$ cat src/rtl/edge_event_arbiter_if.sv
// rtl/edge_event_arbiter_if.sv - serialized edge-event handshake bundle
interface edge_event_arbiter_if #(
    parameter int ID_W = 2
) ();
    logic            evt_valid;
    logic            evt_ready;
    logic [ID_W-1:0] evt_ch;
    logic            evt_rise;
    logic            evt_fall;

    // Producer side: the arbiter presents events
    modport master (
        output evt_valid,
        output evt_ch,
        output evt_rise,
        output evt_fall,
        input  evt_ready
    );

    // Consumer side: interrupt/log logic accepts events
    modport slave (
        input  evt_valid,
        input  evt_ch,
        input  evt_rise,
        input  evt_fall,
        output evt_ready
    );
endinterface

$ cat src/rtl/edge_event_arbiter.sv
// rtl/edge_event_arbiter.sv - per-channel edge detect with round-robin event serializer
module edge_event_arbiter #(
    parameter int N    = 4,
    parameter int ID_W = 2
) (
    input  logic                  clk,
    input  logic                  rst,
    input  logic [N-1:0]          a,
    edge_event_arbiter_if.master  evt,
    output logic [N-1:0]          ovf,
    input  logic [N-1:0]          ovf_clr
);

    typedef enum logic {
        IDLE = 1'b0,
        SHOW = 1'b1
    } state_t;

    state_t          state_q, state_d;
    logic [N-1:0]    a_d_q;
    logic [N-1:0]    pr_q, pr_d;
    logic [N-1:0]    pf_q, pf_d;
    logic [N-1:0]    ovf_q, ovf_d;
    logic [ID_W-1:0] ptr_q, ptr_d;
    logic [ID_W-1:0] evt_ch_q;
    logic            evt_rise_q;
    logic            evt_fall_q;

    logic [N-1:0]    rise_det;
    logic [N-1:0]    fall_det;
    logic [N-1:0]    req;
    logic            any_req;
    logic [2*N-1:0]  req_sh;
    logic [N-1:0]    req_rot;
    logic [ID_W-1:0] off;
    logic [ID_W:0]   grant_sum;
    logic [ID_W-1:0] grant;
    logic            load_en;
    logic [N-1:0]    clr;
    logic [N-1:0]    ovf_set;

    assign rise_det = a & ~a_d_q;
    assign fall_det = ~a & a_d_q;
    assign req      = pr_q | pf_q;
    assign any_req  = |req;

    // Round-robin pick: rotate requests so ptr sits at bit 0, take the lowest
    // set bit, then rotate the offset back into a channel index.
    always_comb begin
        req_sh  = {req, req} >> ptr_q;
        req_rot = req_sh[N-1:0];
        off     = '0;
        for (int i = N - 1; i >= 0; i--) begin
            if (req_rot[i]) begin
                off = ID_W'(i);
            end
        end
        grant_sum = {1'b0, ptr_q} + {1'b0, off};
        if (grant_sum >= (ID_W+1)'(N)) begin
            grant_sum = grant_sum - (ID_W+1)'(N);
        end
        grant = grant_sum[ID_W-1:0];
    end

    // FSM next state: a load happens whenever the output slot is free or being
    // accepted this cycle and someone is requesting.
    always_comb begin
        state_d       = state_q;
        load_en       = 1'b0;
        evt.evt_valid = 1'b0;
        case (state_q)
            IDLE: begin
                if (any_req) begin
                    load_en = 1'b1;
                    state_d = SHOW;
                end
            end
            SHOW: begin
                evt.evt_valid = 1'b1;
                if (evt.evt_ready) begin
                    if (any_req) begin
                        load_en = 1'b1;
                        state_d = SHOW;
                    end else begin
                        state_d = IDLE;
                    end
                end
            end
            default: state_d = IDLE;
        endcase
    end

    // Pending flags, overflow and pointer next-state; a detection in the same
    // cycle as the load-clear leaves the flag set so no edge is dropped.
    always_comb begin
        clr     = load_en ? (N'(1) << grant) : '0;
        pr_d    = (pr_q & ~clr) | rise_det;
        pf_d    = (pf_q & ~clr) | fall_det;
        ovf_set = (rise_det & pr_q & ~clr) | (fall_det & pf_q & ~clr);
        ovf_d   = (ovf_q & ~ovf_clr) | ovf_set;
        ptr_d   = ptr_q;
        if (load_en) begin
            ptr_d = (grant == ID_W'(N - 1)) ? '0 : grant + 1'b1;
        end
    end

    // State, flags and output register update
    always_ff @(posedge clk) begin
        if (rst) begin
            state_q    <= IDLE;
            a_d_q      <= '0;
            pr_q       <= '0;
            pf_q       <= '0;
            ovf_q      <= '0;
            ptr_q      <= '0;
            evt_ch_q   <= '0;
            evt_rise_q <= 1'b0;
            evt_fall_q <= 1'b0;
        end else begin
            state_q <= state_d;
            a_d_q   <= a;
            pr_q    <= pr_d;
            pf_q    <= pf_d;
            ovf_q   <= ovf_d;
            ptr_q   <= ptr_d;
            if (load_en) begin
                evt_ch_q   <= grant;
                evt_rise_q <= pr_q[grant];
                evt_fall_q <= pf_q[grant];
            end
        end
    end

    assign evt.evt_ch   = evt_ch_q;
    assign evt.evt_rise = evt_rise_q;
    assign evt.evt_fall = evt_fall_q;
    assign ovf          = ovf_q;

endmodule

$ cat src/flat_wrapper.sv
// flat-port wrapper written by rule: the top's interface ports become plain ports
module edge_event_arbiter_flat 
#(
    parameter int N    = 4,
    parameter int ID_W = 2
)
  (clk, rst, a, ovf, ovf_clr, evt_evt_valid, evt_evt_ch, evt_evt_rise, evt_evt_fall, evt_evt_ready);
  edge_event_arbiter_if #(.ID_W(ID_W)) evt_i ();
  input  logic clk;
  input  logic rst;
  input  logic [N-1:0] a;
  output logic [N-1:0] ovf;
  input  logic [N-1:0] ovf_clr;
  output wire logic [$bits(evt_i.evt_valid)-1:0] evt_evt_valid;
  output wire logic [$bits(evt_i.evt_ch)-1:0] evt_evt_ch;
  output wire logic [$bits(evt_i.evt_rise)-1:0] evt_evt_rise;
  output wire logic [$bits(evt_i.evt_fall)-1:0] evt_evt_fall;
  input wire logic [$bits(evt_i.evt_ready)-1:0] evt_evt_ready;
  assign evt_evt_valid = evt_i.evt_valid;
  assign evt_evt_ch = evt_i.evt_ch;
  assign evt_evt_rise = evt_i.evt_rise;
  assign evt_evt_fall = evt_i.evt_fall;
  assign evt_i.evt_ready = evt_evt_ready;
  edge_event_arbiter #(.N(N), .ID_W(ID_W)) u_core (.clk(clk), .rst(rst), .a(a), .evt(evt_i), .ovf(ovf), .ovf_clr(ovf_clr));
endmodule
$ cat config.mk
export PLATFORM = sky130hd
export DESIGN_NAME = edge_event_arbiter_flat
export DESIGN_NICKNAME = d
export VERILOG_FILES = /design/src/rtl/edge_event_arbiter_if.sv /design/src/rtl/edge_event_arbiter.sv /design/src/flat_wrapper.sv
export SDC_FILE = /design/constraint.sdc
export NUM_CORES = 1
export LEC_CHECK = 0
export CAP_MARGIN = 0
export CORE_MARGIN = 2
export CORE_UTILIZATION = 48
export CTS_CLUSTER_DIAMETER = 200
export DETAILED_ROUTE_END_ITERATION = 10
export PLACE_DENSITY = 0.75
export SYNTH_ARGS = -nofsm -noshare
export SYNTH_HDL_FRONTEND = slang
export SYNTH_SLANG_ARGS = --single-unit
$ cat constraint.sdc
create_clock -name clk -period 2.5 [get_ports clk]
set_input_delay 0.375 -clock clk [delete_from_list [all_inputs] [get_ports clk]]
set_output_delay 0.375 -clock clk [all_outputs]
set_load 0.03 [all_outputs]
==> flow_summary.yaml <==
place:
  dp.cells: 207
  gp_routability_congestion: 1.02
  portBuffers: 19
  dp_hpwl_um: 2310
drt:
  first_iter_violations: 42
  wl_per_cell_um: 14.9
  via_per_inst: 5.92
  drc_errors: 0
  routed-via-count: 1249
  routed_wl_um: 3140
  drt-pass1-iter-count: 4
  ant_nets: 0
sta:
  fmax_mhz: 422
  maxSlewViolCount: 0
  tns_ns: 0
  setup_viol: 0
  min_period_ns: 2.37
  clock_skew_ns: 0.0122
  rsz0062_at_grt: "false"
  min_period_over_period_pct: 94.8
  hold_viol: 0
  worst_pin_slew_ns: 0.900
  relSlewSlack_pct: 39.8
finish:
  drive_gt1_share_pct: 21.1
  syn_to_final_growth_pct: 24.3
  antennaDiodeCount: 0
  final_common_cell: "nor2_1"
  final_cell_mix: "26 x nor2_1, 19 x clkdlybuf4s50_1, 19 x dfxtp_1"
  fin_cells: 211
  n_fill_cell: 256
  final_nets: 194
power:
  internal-power_w: 0.00109
  comb_power_share_pct: 64.0
  netSwitchingFraction_pct: 45.0
  irDropWorstVdd_uv: 838
  power_switching_w: 0.000893
  leakage_nw: 0.611
  clkPwrFrac_pct: 8.6
  pwr_density_cell_nw_per_um2: 1200
  seq_power_share_pct: 27.3
global_routing:
  grt_pass1_wl_um: 5060
  grt_max_degree: 24
  grt_usage_pct: 19.9
  antenna_found_initial: 0
  grt_overflow: 0
  first_global_vias: 1142
setup_path:
  cp.arrival_ns: 2.55
  cpPeakStageDelay_ns: 0.41
  crit_required_ns: 2.68
  crit_path_max_fanout: 7
  start_kind: "flip-flop"
  crit_slowest_cell: "dfxtp_1"
  path_cells: "nor2_2, nand2_1, and4_1, a21oi_1, o211ai_1, ha_4, mux2i_1, nor2_1, a211oi_1, mux2_1, nor4_1"
  end_kind: "flip-flop"
  critical_path_class: "reg -> reg"
floorplan:
  die_w_um: 56.8
  placementRows: 19
  start_util_pct: 49.3
  io_pins: 20
  core_um2: 2710
  die_height_um: 56.8
  dieArea_um2: 3220
logic_synthesis:
  ys_dominant_reg_cell: "dfxtp_1"
  synth_edf_count: 0
  synthArstFlopShare_pct: 0
  synth_warnings: 0
  ys_types: 38
  synthCells: 154
  avgSynthCellArea_um2: 8.68
  seq_area_frac_synth_pct: 34.5
  synth_nets: 167
  syn_area_um2: 1340
  ys_ff_latch: 23
cts:
  clk_path_buf_depth: 2
  clk_latency_ns: 0.31
  clk_pin_slew_ns: 0.13
  cts_tree: "yes"
  cts_sinks: 23
  cts_hold_buf: 0
  ctsResizeCount: 0
  cts_setup_buffers: 0
  cts_root_buffer: "clkbuf_4"
  cts.htree.levels: 1
  cts_buffers: 3
status:
  status: "finished clean"
job:
  maxCapViolCount: 0
min_path:
  hp-class: "reg -> reg"
per-stage QoR:
step	total power [W]	util (%)	cell area [µm²]	setup slack, ns	hold WS, ns
CTS	0.00192	59.6	1620	0.00202	0.479
global placement	0.00171	58.6	1590	0.180	0.448
floorplan	0.00140	-	1340	0.122	0.447
detailed placement	0.00174	58.6	1590	0.0435	0.460
global route	0.00212	61.3	1660	0.00432	0.512
finish	0.00198	61.3	1660	0.130	0.478
sequential cells by signal, indices dropped and copies added, names as in the netlist:
name                 count
u_core.state_q           1
u_core.ovf               4
u_core.pr_q              4
u_core.evt.evt_fall      1
u_core.evt.evt_ch        2
u_core.a_d_q             4
u_core.pf_q              4
u_core.ptr_q             2
u_core.evt.evt_rise      1
critical path, delay by kind of cell (launching register included):
family          cells  cell delay (ns)
simple gates        5             0.55
compound gates      3             0.48
mux                 2             0.45
flops               1             0.41
fa+ha+maj           1             0.35
power by group through the flow:
stage               combinational [W]  clock (W)  sequential (W)
floorplan                    0.000805          0        0.000593
global placement              0.00118          0        0.000527
detailed placement            0.00121          0        0.000534
CTS                           0.00122   0.000178        0.000525
global route                  0.00138   0.000188        0.000551
finish                        0.00127   0.000171        0.000542
path summary, 6_finish.rpt:
path                         from              endpoint  slack (ns)  depth (start not counted)
max                u_core.pf_q[3]   u_core.evt.evt_rise        0.13                         11
min          u_core.evt.evt_ch[0]  u_core.evt.evt_ch[0]        0.48                          2
max reg2reg        u_core.pf_q[3]   u_core.evt.evt_rise        0.13                         11
min reg2reg  u_core.evt.evt_ch[0]  u_core.evt.evt_ch[0]        0.48                          2
routing by layer:
metal,global-route usage [%],share of wire [%],vias to the layer above
li1,-,-,619
met2,32.6,48,37
met5,0,0,-
met4,8.97,2.3,0
met1,26.3,46,585
met3,2.07,3.8,8
cell type report:
| class | instances | area, µm² | area share, % |
|---|---|---|---|
| clock inverter | 1 | 5.00 | 0.301 |
| timing repair buffer | 30 | 273 | 16.4 |
| multi-input combinational | 121 | 846 | 50.9 |
| sequential | 23 | 468 | 28.2 |
| tap | 31 | 38.8 | 2.34 |
| inverter | 2 | 7.51 | 0.452 |
| clock buffer | 3 | 22.5 | 1.36 |
synthesized netlist by cell type, types with 2 or more instances:
library cell	n	area, µm²
clkbuf_1	4	15.0
or4_1	2	15.0
mux2i_1	4	40.0
a2111oi_0	2	17.5
nand2b_1	2	12.5
nor2_1	28	105
mux2_1	2	22.5
a31oi_1	2	12.5
clkbuf_8	2	27.5
ha_1	2	25.0
nand2_1	8	30.0
a21oi_1	10	50.1
a221oi_1	3	26.3
nor3_1	3	15.0
a211oi_2	3	37.5
nor4_1	7	43.8
dfxtp_1	23	460
a211oi_1	9	67.6
nor2b_1	16	100
and4b_2	2	22.5
o21ai_0	3	15.0
cell families after synthesis:
kind of cell	count (synthesis)	share of synthesized area, %
xor+xnor	1	2.06
mux	6	4.68
buf+inv	10	4.96
flops	23	34.5
compound gates	40	23.7
fa+ha+maj	2	1.87
simple gates	72	28.3
Power figures use the tool's default switching activity.
